===== src/rtl/rf_pkg.sv =====
// Shared constants and types for the multi-port register file with scoreboard.
// Holds the default geometry (XLEN, NREGS, NRD, SP_IDX, SP_INIT) and the
// INIT/RUN state encoding used by the init sweep sequencer.
package rf_pkg;

  localparam int          RF_XLEN    = 32;
  localparam int          RF_NREGS   = 32;
  localparam int          RF_NRD     = 2;
  localparam int          RF_SP_IDX  = 2;
  localparam logic [31:0] RF_SP_INIT = 32'h2ffc;

  typedef enum logic {
    RF_INIT = 1'b0,
    RF_RUN  = 1'b1
  } rf_state_e;

endpackage


===== src/rtl/rf_init_seq.sv =====
// Init sweep sequencer for the register file.
// After reset is released it walks every register index once, presenting a
// write of 0 (or SP_INIT at SP_IDX) per clock, then moves to RUN and raises
// ready. Reset from any state restarts the sweep.
// Ports:
//   clk        in   rising-edge clock
//   reset      in   synchronous, active-high reset
//   init_we    out  sweep write strobe (high in INIT while reset is low)
//   init_addr  out  register being initialised this cycle
//   init_data  out  value written to init_addr
//   ready      out  registered, high once the sweep has completed
module rf_init_seq
  import rf_pkg::*;
#(
  parameter int              XLEN    = RF_XLEN,
  parameter int              NREGS   = RF_NREGS,
  parameter int              SP_IDX  = RF_SP_IDX,
  parameter logic [XLEN-1:0] SP_INIT = XLEN'(RF_SP_INIT),
  localparam int             AW      = $clog2(NREGS)
) (
  input  logic            clk,
  input  logic            reset,
  output logic            init_we,
  output logic [AW-1:0]   init_addr,
  output logic [XLEN-1:0] init_data,
  output logic            ready
);

  localparam logic [AW-1:0] SP_ADDR   = AW'(SP_IDX);
  localparam logic [AW-1:0] LAST_ADDR = AW'(NREGS - 1);

  rf_state_e     r_state;
  logic [AW-1:0] r_cnt;
  logic          r_ready;

  // NOTE: sequential state uses non-blocking assignments so every register
  // samples the pre-edge values, independent of statement order.
  always_ff @(posedge clk) begin
    if (reset) begin
      r_state <= RF_INIT;
      r_cnt   <= '0;
      r_ready <= 1'b0;
    end else if (r_state == RF_INIT) begin
      r_cnt <= r_cnt + AW'(1);
      // The edge that initialises the last register completes the sweep.
      if (r_cnt == LAST_ADDR) begin
        r_state <= RF_RUN;
        r_ready <= 1'b1;
      end
    end
  end

  // The sweep write must not land on the edge where reset is sampled.
  assign init_we   = (r_state == RF_INIT) && !reset;
  assign init_addr = r_cnt;
  assign init_data = (r_cnt == SP_ADDR) ? SP_INIT : '0;
  assign ready     = r_ready;

endmodule


===== src/rtl/regfile_mp_sb.sv =====
// Multi-read-port integer register file with a per-register busy scoreboard
// and a sequenced init sweep, for the multi-cycle RISC-V datapath.
// Optional feature: define RF_BYPASS_EN for write-through forwarding of the
// same-cycle write onto matching read ports.
// Ports:
//   clk         in   rising-edge clock
//   reset       in   synchronous, active-high reset (restarts init sweep)
//   rd_addr     in   NRD packed read addresses, port k at [k*AW +: AW]
//   rd_data     out  NRD packed read data, port k at [k*XLEN +: XLEN]
//   wr_en       in   writeback enable
//   wr_addr     in   writeback destination register
//   wr_data     in   writeback data
//   claim_en    in   mark claim_addr as having a pending write
//   claim_addr  in   register to mark busy
//   busy        out  scoreboard, bit i high while register i is pending
//   ready       out  high once the init sweep has completed
module regfile_mp_sb
  import rf_pkg::*;
#(
  parameter int              XLEN    = RF_XLEN,
  parameter int              NREGS   = RF_NREGS,
  parameter int              NRD     = RF_NRD,
  parameter int              SP_IDX  = RF_SP_IDX,
  parameter logic [XLEN-1:0] SP_INIT = XLEN'(RF_SP_INIT),
  localparam int             AW      = $clog2(NREGS)
) (
  input  logic                clk,
  input  logic                reset,
  input  logic [NRD*AW-1:0]   rd_addr,
  output logic [NRD*XLEN-1:0] rd_data,
  input  logic                wr_en,
  input  logic [AW-1:0]       wr_addr,
  input  logic [XLEN-1:0]     wr_data,
  input  logic                claim_en,
  input  logic [AW-1:0]       claim_addr,
  output logic [NREGS-1:0]    busy,
  output logic                ready
);

  logic            w_init_we;
  logic [AW-1:0]   w_init_addr;
  logic [XLEN-1:0] w_init_data;
  logic            w_ready;
  logic            w_wr_ok;
  logic            w_claim_ok;

  logic [XLEN-1:0] r_rf [NREGS];
  logic [NREGS-1:0] r_busy;

  rf_init_seq #(
    .XLEN    (XLEN),
    .NREGS   (NREGS),
    .SP_IDX  (SP_IDX),
    .SP_INIT (SP_INIT)
  ) u_init_seq (
    .clk       (clk),
    .reset     (reset),
    .init_we   (w_init_we),
    .init_addr (w_init_addr),
    .init_data (w_init_data),
    .ready     (w_ready)
  );

  // Normal traffic only counts in RUN and never on a reset edge; x0 is never
  // a real destination.
  assign w_wr_ok    = w_ready && !reset && wr_en && (wr_addr != '0);
  assign w_claim_ok = w_ready && !reset && claim_en && (claim_addr != '0);

  // NOTE: the storage array has no reset branch; it is cleared by the init
  // sweep instead, which keeps it mappable to plain RAM/flop arrays without a
  // wide reset fan-out.
  always_ff @(posedge clk) begin
    if (w_init_we) begin
      r_rf[w_init_addr] <= w_init_data;
    end else if (w_wr_ok) begin
      r_rf[wr_addr] <= wr_data;
    end
  end

  // Clear-then-set ordering: when the same register is written and claimed in
  // one cycle, the later assignment (the new producer's claim) wins.
  always_ff @(posedge clk) begin
    if (reset || !w_ready) begin
      r_busy <= '0;
    end else begin
      if (w_wr_ok) begin
        r_busy[wr_addr] <= 1'b0;
      end
      if (w_claim_ok) begin
        r_busy[claim_addr] <= 1'b1;
      end
    end
  end

  // NOTE: combinational read logic assigns a default first so no path can
  // leave rd_data unassigned and infer a latch.
  always_comb begin
    rd_data = '0;
    for (int k = 0; k < NRD; k++) begin
      if (w_ready && (rd_addr[k*AW +: AW] != '0)) begin
        rd_data[k*XLEN +: XLEN] = r_rf[rd_addr[k*AW +: AW]];
`ifdef RF_BYPASS_EN
        if (w_wr_ok && (rd_addr[k*AW +: AW] == wr_addr)) begin
          rd_data[k*XLEN +: XLEN] = wr_data;
        end
`endif
      end
    end
  end

  assign busy  = r_busy;
  assign ready = w_ready;

endmodule


===== config.mk =====
export PLATFORM = sky130hd
export DESIGN_NAME = regfile_mp_sb
export DESIGN_NICKNAME = d
export VERILOG_FILES = /design/src/rtl/rf_pkg.sv /design/src/rtl/rf_init_seq.sv /design/src/rtl/regfile_mp_sb.sv
export SDC_FILE = /design/constraint.sdc
export NUM_CORES = 1
export LEC_CHECK = 0
export ABC_AREA = 0
export CAP_MARGIN = 5
export CORE_MARGIN = 1
export CORE_UTILIZATION = 35
export DETAILED_ROUTE_END_ITERATION = 8
export GPL_TIMING_DRIVEN = 0
export PLACE_DENSITY = 0.53
export SLEW_MARGIN = 5
export SYNTH_ARGS = -nofsm -noshare
export SYNTH_HDL_FRONTEND = slang
export SYNTH_SLANG_ARGS = --single-unit

===== constraint.sdc =====
create_clock -name clk -period 4.1 [get_ports clk]
set_input_delay 0.615 -clock clk [delete_from_list [all_inputs] [get_ports clk]]
set_output_delay 0.615 -clock clk [all_outputs]
set_load 0.02 [all_outputs]

==> results of run 1 <==
[per-stage QoR]
stage	std cells	power, µW	utilization (%)
final	5395	23900	42.1
after CTS	5383	23900	41.9
after floorplan	3083	13100	-
after global routing	5386	24300	42.0
after detailed placement	5165	13800	38.9
after global placement	5119	13700	37.9
[flip-flops by register name, summed over array words and instances (netlist names)]
name	flops
busy	32
r_rf	1024
u_init_seq.r_state	1
u_init_seq.ready	1
u_init_seq.init_addr	5
[critical path: cells and delay by family]
kind,cells,cell delay [ns]
AOI/OAI and AO/OA,2,0.45
buffers and inverters,5,1.55
and+or+nand+nor,2,0.90
[worst paths after layout]
path / slack [ns] / endpoint / depth (start not counted) / start
hold reg to reg: 0.47 / busy[0] / 1 / busy[0]
setup / recovery: -0.06 / rd_data[22] / 9 / rd_addr[0]
setup reg to reg: 0.26 / r_rf[17][25] / 7 / u_init_seq.ready
hold / removal: 0.41 / busy[23] / 3 / wr_addr[0]
[placed cells by master, fill, tap and decap left out, types with 22 or more instances in the layout]
master	instances
a21oi_1	113
a22o_1	29
a22oi_1	204
a22oi_2	23
a31oi_1	30
and3_1	35
buf_12	29
buf_2	46
buf_4	70
buf_6	40
clkbuf_1	58
clkbuf_16	122
clkbuf_2	41
clkbuf_4	23
clkdlybuf4s50_1	98
clkinv_1	24
dfxtp_1	39
dlygate4sd2_1	34
edfxtp_1	1024
mux2i_1	524
mux4_2	254
nand2_1	124
nand3_1	131
nand4_1	70
nor2_4	24
o21ai_0	22
[power groups by stage]
stage          logic (µW)  registers [µW]  clock network, µW
5_1_grt              1730           11900              10700
3_3_place_gp         1570           12200                  0
3_5_place_dp         1610           12200                  0
2_1_floorplan         931           12200                  0
6_report             1680           11900              10200
4_1_cts              1660           11900              10300
[final cells by class]
type | count | area [µm²] | area share [%]
well taps | 1890 | 2360 | 3.98
clock buffers | 160 | 3190 | 5.37
diodes | 10 | 25.0 | 0.0421
repair buffers | 198 | 2580 | 4.33
inverters | 5 | 18.8 | 0.0316
clock inverters | 55 | 438 | 0.736
multi-input cells | 1770 | 17600 | 29.6
plain buffers | 244 | 1720 | 2.90
flip-flops and latches | 1063 | 31500 | 53.0
[Yosys cell counts, drive strengths merged, types with 18 or more instances]
| master | number | area [µm²] |
|---|---|---|
| dfxtp | 39 | 781 |
| and2 | 30 | 188 |
| nand3 | 148 | 741 |
| edfxtp | 1024 | 30700 |
| clkbuf | 86 | 328 |
| nand2 | 124 | 465 |
| nor2 | 42 | 165 |
| and3 | 35 | 219 |
| nand4 | 70 | 438 |
| a22oi | 227 | 1700 |
| mux4 | 254 | 5720 |
| nor2b | 18 | 113 |
| mux2i | 524 | 5250 |
| a21oi | 116 | 581 |
| a22o | 30 | 263 |
| o21ai | 22 | 110 |
| a31oi | 30 | 188 |
| buf | 159 | 1000 |
[routing by layer]
layer  track usage, %  wire (µm)  vias to the layer above
met2             40.3      85500                     1954
met3             7.15      22000                      355
met1             36.1      76700                    17400
met5                0         28                        -
li1                 -          -                    13400
met4             11.5       9450                        4
[cell families after synthesis]
kind of cell | after synthesis | synth area share, %
xor gates and xnor gates | 2 | 0.0352
buffers and inverters | 250 | 2.70
and+or+nand+nor | 505 | 5.30
muxes | 779 | 22.0
DFF | 1063 | 63.3
AOI/OAI and AO/OA | 481 | 6.58
adders and majority gates | 3 | 0.0753
[repair_timing]
action,4_1_cts,5_1_grt
hold buffers,0,0
gates resized for setup,283,22
setup buffers,3,0
pin swaps,38,9
endpoints found under the setup margin,64,29
==> reports/qor.yml, run 1 <==
status: "finished, violations left"
violations: "setup timing"
grt_max_degree: 33
finalSetupViolations: 6
power_frac_seq_pct: 50.1
pwr-share-comb_pct: 7.1
dr.first_iter.drc_count: 4438
hp-class: "in -> reg"
final_nets: 3459
clk_latency_ns: 0.73
rows: 138
grt_overflow: 0
htree_levels: 3
hold_viol_final: 0
finalWirelength_mm: 194
stdcell_area_um2: 59500
area_growth_pct: 19.3
grt_antenna_before_repair: 17
critPathKind: "in -> out"
fin_ws_ns: -0.0636
clk_pin_slew_ns: 0.06
core_um2: 141000
maxCapViolations: 0
relSlewSlack_pct: 10.2
final_max_slew_viol_count: 0
gp_congestion: 0.980
synth.avg_cell_area_um2: 16.2
period_minus_slack_ns: 4.16
clock_sinks: 1063
die_height_um: 379
drive_gt1_share_pct: 23.0
slowest_stage: "nand4_1"
routedWlPerCell_um: 35.9
p_sw_uw: 5500
powerDensity_nw_per_um2: 401
synth-edff-count: 1024
clkPwrFrac_pct: 42.9
cp.arrival_ns: 3.55
p_leak_uw: 0.0216
numCtsBuffers: 118
gr-usage-all-layers_pct: 26.7
cpMostUsedCell: "buf_6"
setup_tns_ns: -0.230
grt_pass1_wl_mm: 261
cts-root-buf: "clkbuf_16"
async_flop_share_pct: 0
synthCells: 3083
dominantRegCellSynth: "edfxtp_1"
n_fill_cell: 12800
synth.yosys.seq_area_share_pct: 63.3
switching_share_pct: 23.1
start_kind: "input port"
cts_tree: "yes"
drtAntennaViolNets: 0
pin_count: 153
cpPeakStageDelay_ns: 0.55
worstPathRequired_ns: 3.48
ys_ff_latch: 1063
drc: 0
hold_ws_ns: 0.409
yosysWarnings: 0
cts.path.max_buffers: 3
routed_via_density: 6.12
num_vias: 33000
max_freq_mhz: 240
yosys.cell_types.count: 58
skew_ns: 0.0349
dr.pass1.iters: 6
tightest_slew_ns: 1.31
rsz0062_at_grt: "true"
initial_core_util_pct: 35.2
hpwl_mm: 138
path_max_fanout: 10
port_buffers: 146
syn_nets: 3142
die_w_um: 379
syn-cell-area_um2: 49800
design.die.area_um2: 144000
internal_power_uw: 18400
crit_chain: "buf_6, buf_6, nor2b_1, clkbuf_2, buf_2, a22oi_1, a31oi_1, nand4_1, buf_4"
grt_pass1_vias: 31900
end_kind: "primary output"
pre_cts_slack_ns: -1.44
max-vdd-ir-drop_mv: 0.324
placed_area_um2: 55000
fin_crit_sh_pct: 102
No activity file was read; power rests on OpenSTA's default activity.
==> run 2, diff against run 1 <==
--- a/config.mk
+++ b/config.mk
@@ -12,6 +12,7 @@
 export DETAILED_ROUTE_END_ITERATION = 8
 export GPL_TIMING_DRIVEN = 0
 export PLACE_DENSITY = 0.53
+export SETUP_SLACK_MARGIN = 0.5
 export SLEW_MARGIN = 5
 export SYNTH_ARGS = -nofsm -noshare
 export SYNTH_HDL_FRONTEND = slang
==> run 2 against run 1 <==
- the run now ends clean
- critical path depth stayed put
- cell count rose by 0.63%
- worst setup slack improved by 0.37 ns
- largest cell class unchanged
==> reports/qor.yml, run 2 (synthesis gave the netlist of run 1 again) <==
status: "finished, final reports clean"
grt_antenna_before_repair: 14
port_buffers: 146
rsz0062_at_grt: "true"
clock_sinks: 1063
htree_levels: 3
design.die.area_um2: 144000
gp_congestion: 0.980
hpwl_mm: 138
relSlewSlack_pct: 9.12
skew_ns: 0.0316
setup_tns_ns: 0
cts_hold_buf: 0
pin_count: 153
top_register: "r_rf"
clk_latency_ns: 0.72
hp-class: "in -> reg"
internal_power_uw: 18400
area_growth_pct: 22.3
grt_max_degree: 33
cts-root-buf: "clkbuf_16"
cpPeakStageDelay_ns: 0.50
initial_core_util_pct: 35.2
rr_endpoint: "r_rf[13][22]"
r2r_slack_ns: 0.58
fin_crit_sh_pct: 92.6
gr-usage-all-layers_pct: 27.0
path_buf_inv: 5
tightest_slew_ns: 1.36
power_frac_seq_pct: 49.9
max-vdd-ir-drop_mv: 0.323
grt_overflow: 0
critical-path-top-delay-family: "buffers and inverters"
hold_viol_final: 0
core_um2: 141000
max_freq_mhz: 263
p_sw_uw: 5520
die_height_um: 379
p_leak_uw: 0.0221
final_nets: 3497
clk_pin_slew_ns: 0.06
drc: 0
powerDensity_nw_per_um2: 392
power_uw: 23900
pwr-share-comb_pct: 7.3
n_fill_cell: 12600
routed_via_density: 6.13
drtAntennaViolNets: 0
period_minus_slack_ns: 3.80
finalSetupViolations: 0
switching_share_pct: 23.1
path_depth: 9
dr.first_iter.drc_count: 4642
grt_pass1_vias: 32200
largest_reg_flops: 1024
dr.pass1.iters: 6
finalWirelength_mm: 196
die_w_um: 379
cts_tree: "yes"
mostFrequentLayoutCells: "edfxtp_1 (1,024), mux2i_1 (518), mux4_2 (254), a22oi_1 (200), clkbuf_16 (131)"
rr_worst_depth: 8
rows: 138
clkPwrFrac_pct: 42.7
num_vias: 33300
final_max_slew_viol_count: 0
drive_gt1_share_pct: 27.0
cp-endpoint: "rd_data[55]"
grt_pass1_wl_mm: 264
worstPathRequired_ns: 3.48
cts.path.max_buffers: 3
crit_chain: "buf_6, buf_12, and4b_1, buf_8, clkbuf_16, a22o_4, a31oi_4, nand4_1, buf_4"
critPathKind: "reg -> out"
routedWlPerCell_um: 36.1
maxCapViolations: 0
slowest_stage: "nand4_1"
end_kind: "primary output"
seqCellArea_um2: 31500
worst_r2r_startpoint: "u_init_seq.ready"
multiInputGateArea_um2: 18100
cp.arrival_ns: 3.18
start_kind: "flip-flop"
cp-startpoint: "u_init_seq.ready"
path_max_fanout: 7
numCtsBuffers: 118
final_common_cell: "edfxtp_1"
hold_ws_ns: 0.418
run 2: final cells by class:
type                    count  area share (%)
flip-flops and latches   1063            51.7
repair buffers            235            4.70
multi-input cells        1770            29.6
clock inverters            55           0.718
plain buffers             245            4.03
well taps                1890            3.88
inverters                   5          0.0308
diodes                      6          0.0246
clock buffers             160            5.24
run 2: worst min-delay path by stage:
stage	start	to	slack, ns	cells after the start
floorplan	u_init_seq.init_addr[3]	u_init_seq.init_addr[3]	0.51	2
global placement	busy[0]	busy[0]	0.45	1
detailed placement	busy[0]	busy[0]	0.45	1
CTS	wr_addr[0]	busy[23]	0.37	3
global route	wr_addr[0]	busy[23]	0.42	3
finish	wr_addr[0]	busy[23]	0.42	3
run 2: worst reg2reg max path, cell delays in order (launching register included):
cell and delay (ns):
dfxtp_2 0.33, buf_6 0.11, buf_8 0.13, nand3b_1 0.12
a211oi_2 0.70, buf_4 0.37, mux2i_1 0.84, nor2_4 0.34
buf_12 0.28
run 2: through the flow:
stage / utilization [%] / setup WS [ns] / instances / instance area [µm²]
global route: 43.1 / 0.413 / 5423 / 60900
global placement: 37.9 / -2.50 / 5119 / 53700
CTS: 42.8 / 0.360 / 5412 / 60600
finish: 43.1 / 0.302 / 5429 / 61000
detailed placement: 38.9 / -1.44 / 5165 / 55000
floorplan: - / 0.695 / 3083 / 49800
run 2: power groups by stage:
stage,combinational (µW),clock (µW),sequential [µW]
6_report,1760,10200,11900
5_1_grt,1800,10700,11900
4_1_cts,1720,10300,11900
3_5_place_dp,1610,0,12200
3_3_place_gp,1570,0,12200
2_1_floorplan,931,0,12200
run 2: timing repair:
action / in CTS / in global routing
gates cloned: 6 / 0
buffers inserted: 26 / 9
hold endpoints to repair: 0 / 0
gates resized for setup: 662 / 118
endpoints found under the setup margin: 428 / 79
pin swaps: 69 / 62
run 2: per-layer routing:
layer  global-route usage [%]  vias up  wire length (µm)
met5                        0        -                31
met4                     11.0        6              8890
met3                     7.17      358             23100
met2                     41.2     1950             87600
met1                     36.4    17500             76400
li1                         -    13500                 -
